`config.mk`:
```
export PLATFORM = sky130hd
export DESIGN_NAME = booth_multiplier_seq
export DESIGN_NICKNAME = d
export VERILOG_FILES = /design/src/rtl/booth_multiplier_seq_pkg.sv /design/src/rtl/booth_multiplier_seq_step.sv /design/src/rtl/booth_multiplier_seq.sv
export SDC_FILE = /design/constraint.sdc
export NUM_CORES = 1
export LEC_CHECK = 0
export CORE_AREA = 5 5 119 65
export DETAILED_ROUTE_END_ITERATION = 10
export DIE_AREA = 0 0 124 70
export PLACE_DENSITY_LB_ADDON = 0.15
export REMOVE_ABC_BUFFERS = 1
export SETUP_SLACK_MARGIN = 0.1
export SLEW_MARGIN = 20
export SYNTH_ARGS = -nofsm -noshare
export SYNTH_HDL_FRONTEND = slang
export SYNTH_SLANG_ARGS = --single-unit
```
`constraint.sdc`:
```
create_clock -name clk -period 4.77 [get_ports clk]
set_input_delay 0.7155 -clock clk [delete_from_list [all_inputs] [get_ports clk]]
set_output_delay 0.7155 -clock clk [all_outputs]
set_load 0.01 [all_outputs]
```
`src/rtl/booth_multiplier_seq_pkg.sv`:
```
// Shared definitions for the sequential radix-2 Booth multiplier:
// FSM state encoding and the Booth step operation decode.
package booth_multiplier_seq_pkg;

  typedef enum logic [1:0] {
    ST_IDLE = 2'd0,
    ST_RUN  = 2'd1,
    ST_DONE = 2'd2
  } state_t;

  typedef enum logic [1:0] {
    OP_NOP = 2'd0,
    OP_ADD = 2'd1,
    OP_SUB = 2'd2
  } booth_op_t;

  // Radix-2 Booth recoding of the bit pair {Q[0], Q_-1}.
  function automatic booth_op_t booth_op(input logic q0, input logic q_m1);
    case ({q0, q_m1})
      2'b01:   return OP_ADD;
      2'b10:   return OP_SUB;
      default: return OP_NOP;
    endcase
  endfunction

endpackage

```
`src/rtl/booth_multiplier_seq_step.sv`:
```
// One combinational Booth step: conditional add/subtract of M into A,
// then an arithmetic right shift of {A, Q, Q_-1} by one bit.
module booth_step
  import booth_multiplier_seq_pkg::*;
#(
  parameter int WIDTH = 8
) (
  input  logic [WIDTH+1:0] a,
  input  logic [WIDTH:0]   q,
  input  logic             q_m1,
  input  logic [WIDTH:0]   m,
  output logic [WIDTH+1:0] a_next,
  output logic [WIDTH:0]   q_next,
  output logic             q_m1_next
);

  logic [WIDTH+1:0] m_sext;
  logic [WIDTH+1:0] sum;
  booth_op_t        op;

  assign m_sext = {m[WIDTH], m};
  assign op     = booth_op(q[0], q_m1);

  always_comb begin
    sum = a;
    case (op)
      OP_ADD:  sum = a + m_sext;
      OP_SUB:  sum = a - m_sext;
      default: sum = a;
    endcase
  end

  // A is one bit wider than M, so the sum never overflows before the shift.
  assign a_next    = {sum[WIDTH+1], sum[WIDTH+1:1]};
  assign q_next    = {sum[0], q[WIDTH:1]};
  assign q_m1_next = q[0];

endmodule

```
`src/rtl/booth_multiplier_seq.sv`:
```
// Multi-cycle radix-2 Booth multiplier, one recoding step per clock, with a
// start/done handshake and runtime signed/unsigned operand mode.
module booth_multiplier_seq
  import booth_multiplier_seq_pkg::*;
#(
  parameter int WIDTH = 8
) (
  input  logic               clk,
  input  logic               rst,
  input  logic               start,
  input  logic               signed_mode,
  input  logic [WIDTH-1:0]   x,
  input  logic [WIDTH-1:0]   y,
  output logic               busy,
  output logic               done,
  output logic [2*WIDTH-1:0] z
);

  localparam int CW = $clog2(WIDTH + 2);

  state_t             state_reg, state_next;
  logic [WIDTH+1:0]   a_reg;
  logic [WIDTH:0]     q_reg;
  logic               q_m1_reg;
  logic [WIDTH:0]     m_reg;
  logic [CW-1:0]      count_reg;
  logic [2*WIDTH-1:0] z_reg;

  logic [WIDTH+1:0]   a_next;
  logic [WIDTH:0]     q_next;
  logic               q_m1_next;
  logic               last_step;

  booth_step #(.WIDTH(WIDTH)) u_step (
    .a         (a_reg),
    .q         (q_reg),
    .q_m1      (q_m1_reg),
    .m         (m_reg),
    .a_next    (a_next),
    .q_next    (q_next),
    .q_m1_next (q_m1_next)
  );

  assign last_step = (count_reg == CW'(1));

  always_ff @(posedge clk) begin
    if (rst) state_reg <= ST_IDLE;
    else     state_reg <= state_next;
  end

  always_comb begin
    state_next = state_reg;
    case (state_reg)
      ST_IDLE: if (start) state_next = ST_RUN;
      ST_RUN:  if (last_step) state_next = ST_DONE;
      ST_DONE: state_next = ST_IDLE;
      default: state_next = ST_IDLE;
    endcase
  end

  // Operands are widened by one bit so both modes share the signed datapath.
  always_ff @(posedge clk) begin
    if (rst) begin
      a_reg     <= '0;
      q_reg     <= '0;
      q_m1_reg  <= 1'b0;
      m_reg     <= '0;
      count_reg <= '0;
      z_reg     <= '0;
    end else begin
      case (state_reg)
        ST_IDLE: begin
          if (start) begin
            m_reg     <= {signed_mode & x[WIDTH-1], x};
            q_reg     <= {signed_mode & y[WIDTH-1], y};
            a_reg     <= '0;
            q_m1_reg  <= 1'b0;
            count_reg <= CW'(WIDTH + 1);
          end
        end
        ST_RUN: begin
          a_reg     <= a_next;
          q_reg     <= q_next;
          q_m1_reg  <= q_m1_next;
          count_reg <= count_reg - CW'(1);
          if (last_step) z_reg <= {a_next[WIDTH-2:0], q_next};
        end
        default: ;
      endcase
    end
  end

  assign busy = (state_reg != ST_IDLE);
  assign done = (state_reg == ST_DONE);
  assign z    = z_reg;

endmodule

```
==> results.yml <==
sta:
  hold_viol_final: 0
  tightest_slew_ps: 993
  fmax_mhz: 374
  setup_tns_ps: 0
  period_share_pct: 56.1
  maxSlewHeadroom_pct: 33.6
  holdWs_ps: 453
  rsz0062_at_grt: "false"
  fin_crit_ps: 2680
  skew_ps: 7.76
  setup_ws_ps: 2090
  setup_viol: 0
  finalMaxSlewViolations: 0
synth:
  yosys.area_share.simple_pct: 21.5
  syn_area_um2: 2540
  ys_warn_count: 0
  synth.area.mux_share_pct: 2.81
  synth_compound_area_share_pct: 19.8
  yosysTopAreaCellShare_pct: 39.4
  synth-seq-cells: 50
  synth_top_family_by_area: "simple AND/OR/NAND/NOR gates"
  synthTopCellsByArea: "dfxtp_1 39%, nand2_1 9.2%, a21oi_1 8.5%, ha_1 6.4%, xnor2_1 4.5%"
  synth_fa_ha_area_share_pct: 7.19
  synth.avg_cell_area_um2: 8.07
  seq_area_frac_synth_pct: 39.4
  synth_top_flop_cell: "dfxtp_1"
  yosysTopAreaCell: "dfxtp_1"
  synth_xor_area_share_pct: 4.83
  syn_inst: 315
  async_reset_ff_share_pct: 0
  yosysUniqueCellTypes: 41
  synth_edf_count: 0
min_path:
  hold_path_depth: 2
  hold_start: "z[8]"
  hold_path_end: "z[8]"
  hold_class: "register to register"
clocking:
  cts_setup_buffers: 0
  cts_buffer_depth: 2
  clock_latency_ps: 290
  cts_sinks: 50
  ctsHtreeMaxLevel: 2
  cts_resized: 0
  tritoncts: "yes"
  clock-root-buffer: "clkbuf_16"
  ctsHoldBuffers: 0
  cts_buffers: 5
  clkTransAtPathRegs_ps: 70
run_status:
  status: "completed"
route:
  wl_um: 6090
  detail_route.iter0.violations: 141
  vias_per_cell: 4.99
  wire_per_inst_um: 13.9
  vias: 2179
  drcViolationCount: 0
  dr.pass1.iters: 4
  ant_nets: 0
floorplan:
  die-area_um2: 8680
  ios: 38
  die_h_um: 70
  die_w_um: 124
  core_area_um2: 6490
  initial_core_util_pct: 39.2
  row_count: 21
global_routing:
  grt_antenna_before_repair: 0
  grt-ovfl-total: 0
  grt_max_degree: 26
  first_global_vias: 1937
  grt_usage_pct: 14.6
  grt_pass1_wl_um: 9900
placement:
  place.gp.congestion: 0.822
  place_hpwl_um: 4540
  place_area_um2: 2970
  pre_cts_slack_ps: 2030
  io_buffer_count: 37
critical_path:
  worst_setup_path_end_kind: "register"
  path_delay_family: "adder cells"
  crit_chain: "ha_1 -> mux2_1 -> fa_1 -> and2b_1 -> o211ai_1 -> a21boi_1 -> nor2_1 -> xor2_1 -> o31ai_1"
  slowest_delay_ps: 420
  r2r_end: "a_reg[5]"
  crit_buf_inv: 0
  crit_type: "register to register"
  rr_worst_depth: 9
  rrSetupSlack_ps: 2090
  crit_path_start_kind: "register"
  startpoint: "q_reg[0]"
  critPathMaxFanout: 10
  cp_slowest_cell: "fa_1"
  r2r_start: "q_reg[0]"
  cp.required_ps: 4970
  arrival_ps: 2880
power_and_ir_drop:
  p_leak_nw: 1.13
  p_per_area_nw_per_um2: 367
  ir_drop_mv: 0.160
finish:
  n_antenna_cell: 0
  drive_above_1_share_pct: 4.93
  largest_reg_flops: 16
  final_area_um2: 3130
  finish.utilization_pct: 48.3
  area_delta_synth_final_pct: 23.3
  nets: 378
run:
  maxCapViolations: 0
worst max-delay path by stage:
stage,to,depth (start not counted)
3_5_place_dp,a_reg[7],5
6_report,a_reg[5],9
3_3_place_gp,a_reg[7],5
5_1_grt,a_reg[5],9
4_1_cts,a_reg[5],9
2_1_floorplan,z[14],9
routing by layer:
| metal | track usage (%) | share of wire [%] | vias up |
|---|---|---|---|
| met2 | 16.2 | 33 | 66 |
| met1 | 25.2 | 58 | 959 |
| met5 | 0 | 0 | - |
| li1 | - | - | 1147 |
| met3 | 4.92 | 7.7 | 7 |
| met4 | 3.03 | 0.77 | 0 |
layout by cell type (no fill, tap or decap), drive strengths merged, types with 2 or more instances in the layout:
master and instances:
a22o 2, a21oi 43, buf 3, nor3 8, o21ai 11, o211ai 2, clkbuf 6, a32oi 3
xnor2 13, nor4 2, o31ai 2, inv 9, nand2b 5, dfxtp 50, ha 13, nand2 62
clkdlybuf4s50 37, and2 2, nor2b 4, a211oi 7, mux2i 6, a22oi 9, nand3 3, nor2 31
synth_stat cells, types with 4 or more instances:
library cell and n:
buf_2 8, nor2_1 29, o21ai_1 8, xnor2_1 13, dfxtp_1 50, mux2i_1 6, a22oi_1 9, nor3_1 4
ha_1 13, nand2_1 62, inv_1 9, a211oi_1 7, a21oi_1 43, nor2b_1 4, nand2b_1 5, clkbuf_1 8
power by group:
group	leakage [nW]	switching [mW]	internal [mW]	total (mW)
Sequential	0.407	0.0210	0.440	0.461
Clock	0.0771	0.157	0.248	0.404
Combinational	0.649	0.158	0.125	0.283
Total	1.13	0.336	0.813	1.15
worst min-delay path, cell delays in order, from the launching register on:
cell,delay (ps)
dfxtp_1,310
nand2_1,50
a21oi_1,50
cell type report:
cell class,count,area [um^2]
well taps,92,115
clock inverters,2,37.5
repair buffers,40,393
multi-input cells,238,1430
flip-flops and latches,50,1000
inverters,9,33.8
fillers,654,3360
clock buffers,6,129
per-stage QoR:
step / total power [mW] / instances
after floorplan: 0.666 / 297
after global placement: 0.747 / 429
after detailed placement: 0.753 / 429
after CTS: 1.16 / 437
after global routing: 1.22 / 437
final: 1.15 / 437
kinds of logic after synthesis:
logic type	count (synthesis)
xor gates and xnor gates	14
muxes	7
adders and majority gates	14
buffers and inverters	27
AOI/OAI and AO/OA	83
DFF	50
and+or+nand+nor	120
Note: power is estimated with default switching activity, not from simulation.
